<file path="config.mk">
export PLATFORM = sky130hd
export DESIGN_NAME = iprf_wr_arb
export DESIGN_NICKNAME = d
export VERILOG_FILES = /design/src/rtl/iprf_wr_arb.sv
export SDC_FILE = /design/constraint.sdc
export NUM_CORES = 1
export LEC_CHECK = 0
export CORE_ASPECT_RATIO = 1.25
export CORE_MARGIN = 2
export CORE_UTILIZATION = 45
export CTS_CLUSTER_SIZE = 8
export DETAILED_ROUTE_END_ITERATION = 16
export DONT_BUFFER_PORTS = 1
export HOLD_SLACK_MARGIN = 0.05
export MAX_ROUTING_LAYER = met4
export PLACE_DENSITY = 0.67
export REMOVE_ABC_BUFFERS = 1
export SLEW_MARGIN = 20
export SYNTH_ARGS = -nofsm -noshare
export SYNTH_HDL_FRONTEND = slang
export SYNTH_SLANG_ARGS = --single-unit
</file>
<file path="constraint.sdc">
create_clock -name clk -period 5.1 [get_ports clk]
set_clock_uncertainty 0.15 [all_clocks]
set_input_delay 0.51 -clock clk [delete_from_list [all_inputs] [get_ports clk]]
set_output_delay 0.51 -clock clk [all_outputs]
set_load 0.01 [all_outputs]
</file>
<file path="src/rtl/iprf_wr_arb.sv">
// -----------------------------------------------------------------------------
// iprf_wr_arb
//
// Shares the single integer PRF write port among NUM_SRC result producers.
// Each source pushes opaque write packets into its own FIFO_DEPTH-entry skid
// FIFO. A round-robin arbiter presents one FIFO head per cycle on the PRF
// write port. Once a packet is presented and stalled, the arbiter locks onto
// it, so the presented packet does not change until it is accepted. A
// saturating counter records cycles in which two or more FIFOs hold data.
//
// Ports:
//   clk           clock
//   reset         synchronous, active-high reset
//   src_valid     per-source packet valid
//   src_pkt       per-source packet
//   src_ready     per-source FIFO has room (registered state only)
//   wr_valid      PRF write presented
//   wr_pkt        presented packet
//   wr_src        index of the source that owns wr_pkt
//   wr_ready      PRF write port accepts the packet this cycle
//   conflict_cnt  saturating count of cycles with >=2 non-empty FIFOs
// -----------------------------------------------------------------------------
module iprf_wr_arb #(
  parameter int NUM_SRC    = 2,
  parameter int PKT_W      = 64,
  parameter int FIFO_DEPTH = 2,
  localparam int SRC_W     = (NUM_SRC > 1) ? $clog2(NUM_SRC) : 1
) (
  input  logic                            clk,
  input  logic                            reset,
  input  logic [NUM_SRC-1:0]              src_valid,
  input  logic [NUM_SRC-1:0][PKT_W-1:0]   src_pkt,
  output logic [NUM_SRC-1:0]              src_ready,
  output logic                            wr_valid,
  output logic [PKT_W-1:0]                wr_pkt,
  output logic [SRC_W-1:0]                wr_src,
  input  logic                            wr_ready,
  output logic [31:0]                     conflict_cnt
);

  localparam int PTR_W = $clog2(FIFO_DEPTH);
  localparam int CNT_W = PTR_W + 1;
  localparam logic [CNT_W-1:0] DEPTH_C = CNT_W'(FIFO_DEPTH);

  // FIFO storage and bookkeeping
  logic [PKT_W-1:0]                mem_q [NUM_SRC][FIFO_DEPTH];
  logic [NUM_SRC-1:0][PTR_W-1:0]   rd_ptr_q;
  logic [NUM_SRC-1:0][PTR_W-1:0]   wr_ptr_q;
  logic [NUM_SRC-1:0][CNT_W-1:0]   count_q, count_d;
  logic [NUM_SRC-1:0]              nonempty;
  logic [NUM_SRC-1:0]              push;
  logic [NUM_SRC-1:0]              pop;

  // Arbiter state
  logic                            locked_q, locked_d;
  logic [SRC_W-1:0]                grant_q, grant_d;
  logic [SRC_W-1:0]                rr_ptr_q, rr_ptr_d;
  logic [SRC_W-1:0]                pick_idx;
  logic [SRC_W-1:0]                scan_idx;
  logic                            pick_found;
  logic [SRC_W-1:0]                sel;
  int                              scan;

  // Contention counter
  logic [31:0]                     conflict_cnt_q, conflict_cnt_d;
  logic                            conflict;

  // ---------------------------------------------------------------------------
  // Per-FIFO status. src_ready looks only at the registered count, so it has
  // no combinational dependence on wr_ready or src_valid; a full FIFO refuses
  // a push even in a cycle where it is being popped.
  // ---------------------------------------------------------------------------
  // NOTE: every always_comb output gets a default first so no latch is inferred.
  always_comb begin
    src_ready = '0;
    nonempty  = '0;
    for (int i = 0; i < NUM_SRC; i++) begin
      src_ready[i] = !reset && (count_q[i] < DEPTH_C);
      nonempty[i]  = (count_q[i] != '0);
    end
  end

  // ---------------------------------------------------------------------------
  // Round-robin pick: first non-empty FIFO starting at rr_ptr, modulo NUM_SRC.
  // ---------------------------------------------------------------------------
  always_comb begin
    pick_idx   = '0;
    pick_found = 1'b0;
    scan       = 0;
    scan_idx   = '0;
    for (int k = 0; k < NUM_SRC; k++) begin
      scan = int'(rr_ptr_q) + k;
      if (scan >= NUM_SRC) scan = scan - NUM_SRC;
      scan_idx = SRC_W'(scan);
      if (!pick_found && nonempty[scan_idx]) begin
        pick_found = 1'b1;
        pick_idx   = scan_idx;
      end
    end
  end

  // A locked grant always points at a non-empty FIFO: that FIFO cannot be
  // popped until the locked packet is accepted, which also clears the lock.
  assign sel      = locked_q ? grant_q : pick_idx;
  assign wr_valid = locked_q | (|nonempty);
  assign wr_src   = sel;
  assign wr_pkt   = mem_q[sel][rd_ptr_q[sel]];

  always_comb begin
    push = '0;
    pop  = '0;
    for (int i = 0; i < NUM_SRC; i++) begin
      push[i] = src_valid[i] & src_ready[i];
      pop[i]  = wr_valid & wr_ready & (sel == SRC_W'(i));
    end
  end

  always_comb begin
    count_d = count_q;
    for (int i = 0; i < NUM_SRC; i++) begin
      case ({push[i], pop[i]})
        2'b10:   count_d[i] = count_q[i] + 1'b1;
        2'b01:   count_d[i] = count_q[i] - 1'b1;
        default: count_d[i] = count_q[i];
      endcase
    end
  end

  // ---------------------------------------------------------------------------
  // Lock / accept. A stall freezes the current winner; an accept releases the
  // lock and hands top priority to the source after the winner.
  // ---------------------------------------------------------------------------
  always_comb begin
    locked_d = locked_q;
    grant_d  = grant_q;
    rr_ptr_d = rr_ptr_q;
    if (wr_valid) begin
      if (wr_ready) begin
        locked_d = 1'b0;
        if (int'(sel) == NUM_SRC - 1) rr_ptr_d = '0;
        else                          rr_ptr_d = sel + 1'b1;
      end else begin
        locked_d = 1'b1;
        grant_d  = sel;
      end
    end
  end

  // Contention is judged on the registered counts, not on this cycle's pushes.
  always_comb begin
    conflict       = ($countones(nonempty) >= 2);
    conflict_cnt_d = conflict_cnt_q;
    if (conflict && (conflict_cnt_q != '1)) conflict_cnt_d = conflict_cnt_q + 32'd1;
  end

  assign conflict_cnt = conflict_cnt_q;

  // ---------------------------------------------------------------------------
  // State registers
  // ---------------------------------------------------------------------------
  // NOTE: sequential state is assigned with <= so every register samples the
  // pre-edge values of the others.
  always_ff @(posedge clk) begin
    if (reset) begin
      rd_ptr_q       <= '0;
      wr_ptr_q       <= '0;
      count_q        <= '0;
      locked_q       <= 1'b0;
      grant_q        <= '0;
      rr_ptr_q       <= '0;
      conflict_cnt_q <= '0;
    end else begin
      for (int i = 0; i < NUM_SRC; i++) begin
        if (push[i]) wr_ptr_q[i] <= wr_ptr_q[i] + 1'b1;
        if (pop[i])  rd_ptr_q[i] <= rd_ptr_q[i] + 1'b1;
      end
      count_q        <= count_d;
      locked_q       <= locked_d;
      grant_q        <= grant_d;
      rr_ptr_q       <= rr_ptr_d;
      conflict_cnt_q <= conflict_cnt_d;
    end
  end

  // NOTE: packet storage is deliberately not reset; the counts and pointers
  // alone decide what is valid, and leaving the array unreset keeps it a
  // plain register file / RAM.
  always_ff @(posedge clk) begin
    for (int i = 0; i < NUM_SRC; i++) begin
      if (push[i]) mem_q[i][wr_ptr_q[i]] <= src_pkt[i];
    end
  end

endmodule

</file>
==> run metrics <==
Leakage=4.689 nW; EDFF count, synth=256; Via Count=7202; Worst VDD drop=~0.30 mV; Critical R2R Launch=conflict_cnt[5]$_SDFFE_PP0P_; Buf+Inv Stages, Crit Path=1; Area contributors post-synth=edfxtp_1 65%, dfxtp_1 7.3%, mux2i_1 5.4%, a211oi_1 4.1%, a21oi_1 3.7%; Setup Fix Bufs, Post-CTS=0; leading area contributor after synthesis=edfxtp_1; type of the worst min-delay path=in -> reg; overall power=around 0.0075 W; Final Setup Violations=0; fmax=288.7 MHz; sequential area share after synthesis=72.20%; I/O Buffers=0; Design Area, Final=around 15000 um^2; Area after DPL=12260 um^2; htree depth=2; total detailed-routing wirelength=26.24 mm; vias in the first global route=7243; nets@finish=1086; commonest cells after routing, fill and taps aside=256 x edfxtp_1, 129 x dlygate4sd3_1, 88 x a21oi_1; largest net degree at the start of global routing=97; Root Buffer Master=clkbuf_16; Setup crit start=count_q[1]$_SDFFE_PP0P_; PD cells=509.4 nW/um^2; hold_sp=reset; Post-DRT Antenna Nets=0; cells after synthesis=812; kind of cell adding the most delay to the critical path=compound AO/OA/AOI/OAI gates; synthesized cell area=11840 um^2; vias per inst=5.494; status=complete, no violations; Total GRT Usage=18.71%; # Max-Cap Violations=0; grt ovf=0; post-layout min period=3.464 ns; Crit-path slowest cell=o31ai_4; post-synth cell types=45; fin util=56.95%; CTS buffer count=43; Bufs on Longest Clock Path=3; Cell Chain, Critical Path=o21ba_2 > o31ai_4 > buf_12 > a211oi_1 > a21oi_1; CP Launch Type=register; WS Path Type=reg -> out; number of synthesized register bits=299; crit share post-route=67.92%; CTS tree=yes; wire per inst=around 20 um; max incr delay on CP=approximately 0.86 ns; Critical Path AT=2.80 ns; RSZ-0062 raised after global routing=false; routability cong.=0.8265; DIE AREA=27630 um^2; Slew Limit Fails=0; Clk Latency, worst-skew pair=between 0.5 and 0.6 ns; global-route wire length before repair=a little under 40 mm; # clock sinks=299; DP Worst Slack=2.027 ns; Die Wd=149.1 um; Ys Warns=0; endpoints failing hold=0; headroom to the max-slew limit=27.49%; CP Max Fanout=53; share of the synthesized area in the top cell type=between 60 and 70%; Worst-path clk slew=0.05 ns; Critical Path End Type=output pin; area of the core=roughly 26000 um^2; drt first pass iters=4; post-route setup TNS=0 ns; syn_area_per_cell=14.58 um^2; ys flop type=edfxtp_1; ys async rst share=0%; fill cell count=2034; Ports=233; Worst Tran Pin Value=1.088 ns; Die Height=185.4 um; Iter 0 DRT Violations=about 260; number of antenna violations at the first check in global routing=4; leading cell type in the layout, fill and taps excluded=edfxtp_1; share of layout cells above drive strength 1=8.282%; Critical Path RT=4.44 ns; area growth from synthesis to layout=24.72%; worst setup margin=1.636 ns; row count=between 60 and 70; drt drc=0; post-DP HPWL=around 16 mm; initial core utilization=a little under half
==> synth_stat cells, drive strengths merged (6+ instances only) <==
library cell and instances:
mux2i 64, nor2 29, or3 18, nand3 12, o21ai 17, dfxtp 43, nand2 17, xnor2 6
nor4 8, o31ai 6, nor2b 69, xor2 7, or4 7, edfxtp 256, nor3 8, a21oi 88
a211oi 64, nand4 10, inv 7, clkbuf 42
==> final timing paths <==
check | cells after the start | slack [ns] | end
setup / recovery | 5 | 1.64 | wr_pkt[11]
setup reg to reg | 5 | 2.01 | conflict_cnt[19]$_SDFFE_PP0P_
hold reg to reg | 2 | 0.33 | grant_q$_SDFFE_PP0P_
hold / removal | 2 | 0.08 | conflict_cnt[17]$_SDFFE_PP0P_
==> stage by stage <==
step / cells / hold slack [ns]
3_3_place_gp: 1113 / 0.3120
5_1_grt: 1310 / 0.07809
2_1_floorplan: 765 / 0.2975
6_report: 1311 / 0.07634
4_1_cts: 1306 / 0.05659
3_5_place_dp: 1115 / 0.3256
==> cell type report <==
| class | instances | area (um^2) | area share [%] |
|---|---|---|---|
| Timing Repair Buffer | 140 | 1451 | 9.829 |
| Clock inverter | 3 | 32.53 | 0.2203 |
| Antenna cell | 5 | 12.51 | 0.08473 |
| Inverter | 7 | 26.28 | 0.1779 |
| Sequential cell | 299 | 8556 | 57.94 |
| Multi-Input combinational cell | 459 | 3109 | 21.06 |
| Clock buffer | 58 | 1154 | 7.812 |
| Tap cell | 340 | 425.4 | 2.881 |
==> what timing repair did <==
action                                  in CTS  in global routing
endpoints found under the hold margin      293                  0
hold buffers                               130                  0
endpoints found under the setup margin       0                  0
gates resized for setup                      0                  0
==> sequential cells by signal (all words and copies together), names as in the netlist <==
| signal | cells |
|---|---|
| mem_q | 256 |
| conflict_cnt | 32 |
| count_q | 4 |
| rd_ptr_q | 2 |
| wr_ptr_q | 2 |
| grant_q | 1 |
| locked_q | 1 |
| rr_ptr_q | 1 |
==> cell families (layout without fill, tap and decap cells) <==
kind of cell	after synthesis	in the layout	synth area share [%]
adder cells (fa/ha/maj)	3	3	0.3171
XOR/XNOR	13	13	0.9616
AO/OA/AOI/OAI	186	186	9.786
AND/OR/NAND/NOR	188	188	8.951
buffers and inverters	54	208	1.871
multiplexers	69	69	5.918
flip-flops	299	299	72.20
other	0	5	0
==> worst reg2reg max path: stages, from the launching register on <==
cell and delay, ns:
dfxtp_1 0.47, nand4_1 0.48, or3_1 0.60, o31ai_4 0.84, nor4_1 0.13, mux2_2 0.31
==> power breakdown <==
group / switching, W / total (W) / internal (W)
logic: 0.00125 / 0.00191 / 0.000661
clock network: 0.000942 / 0.00249 / 0.00155
registers: 0.000245 / 0.00312 / 0.00288
==> routing by layer <==
layer  vias to the layer above  wire, um  global-route usage [%]
li1                       3422         -                       -
met5                         -         0                       -
met1                      3460     10410                   21.36
met3                        52      2135                   5.197
met4                         0       690                   6.743
met2                       268     13000                   31.61
(Power assumes the default switching activity.)
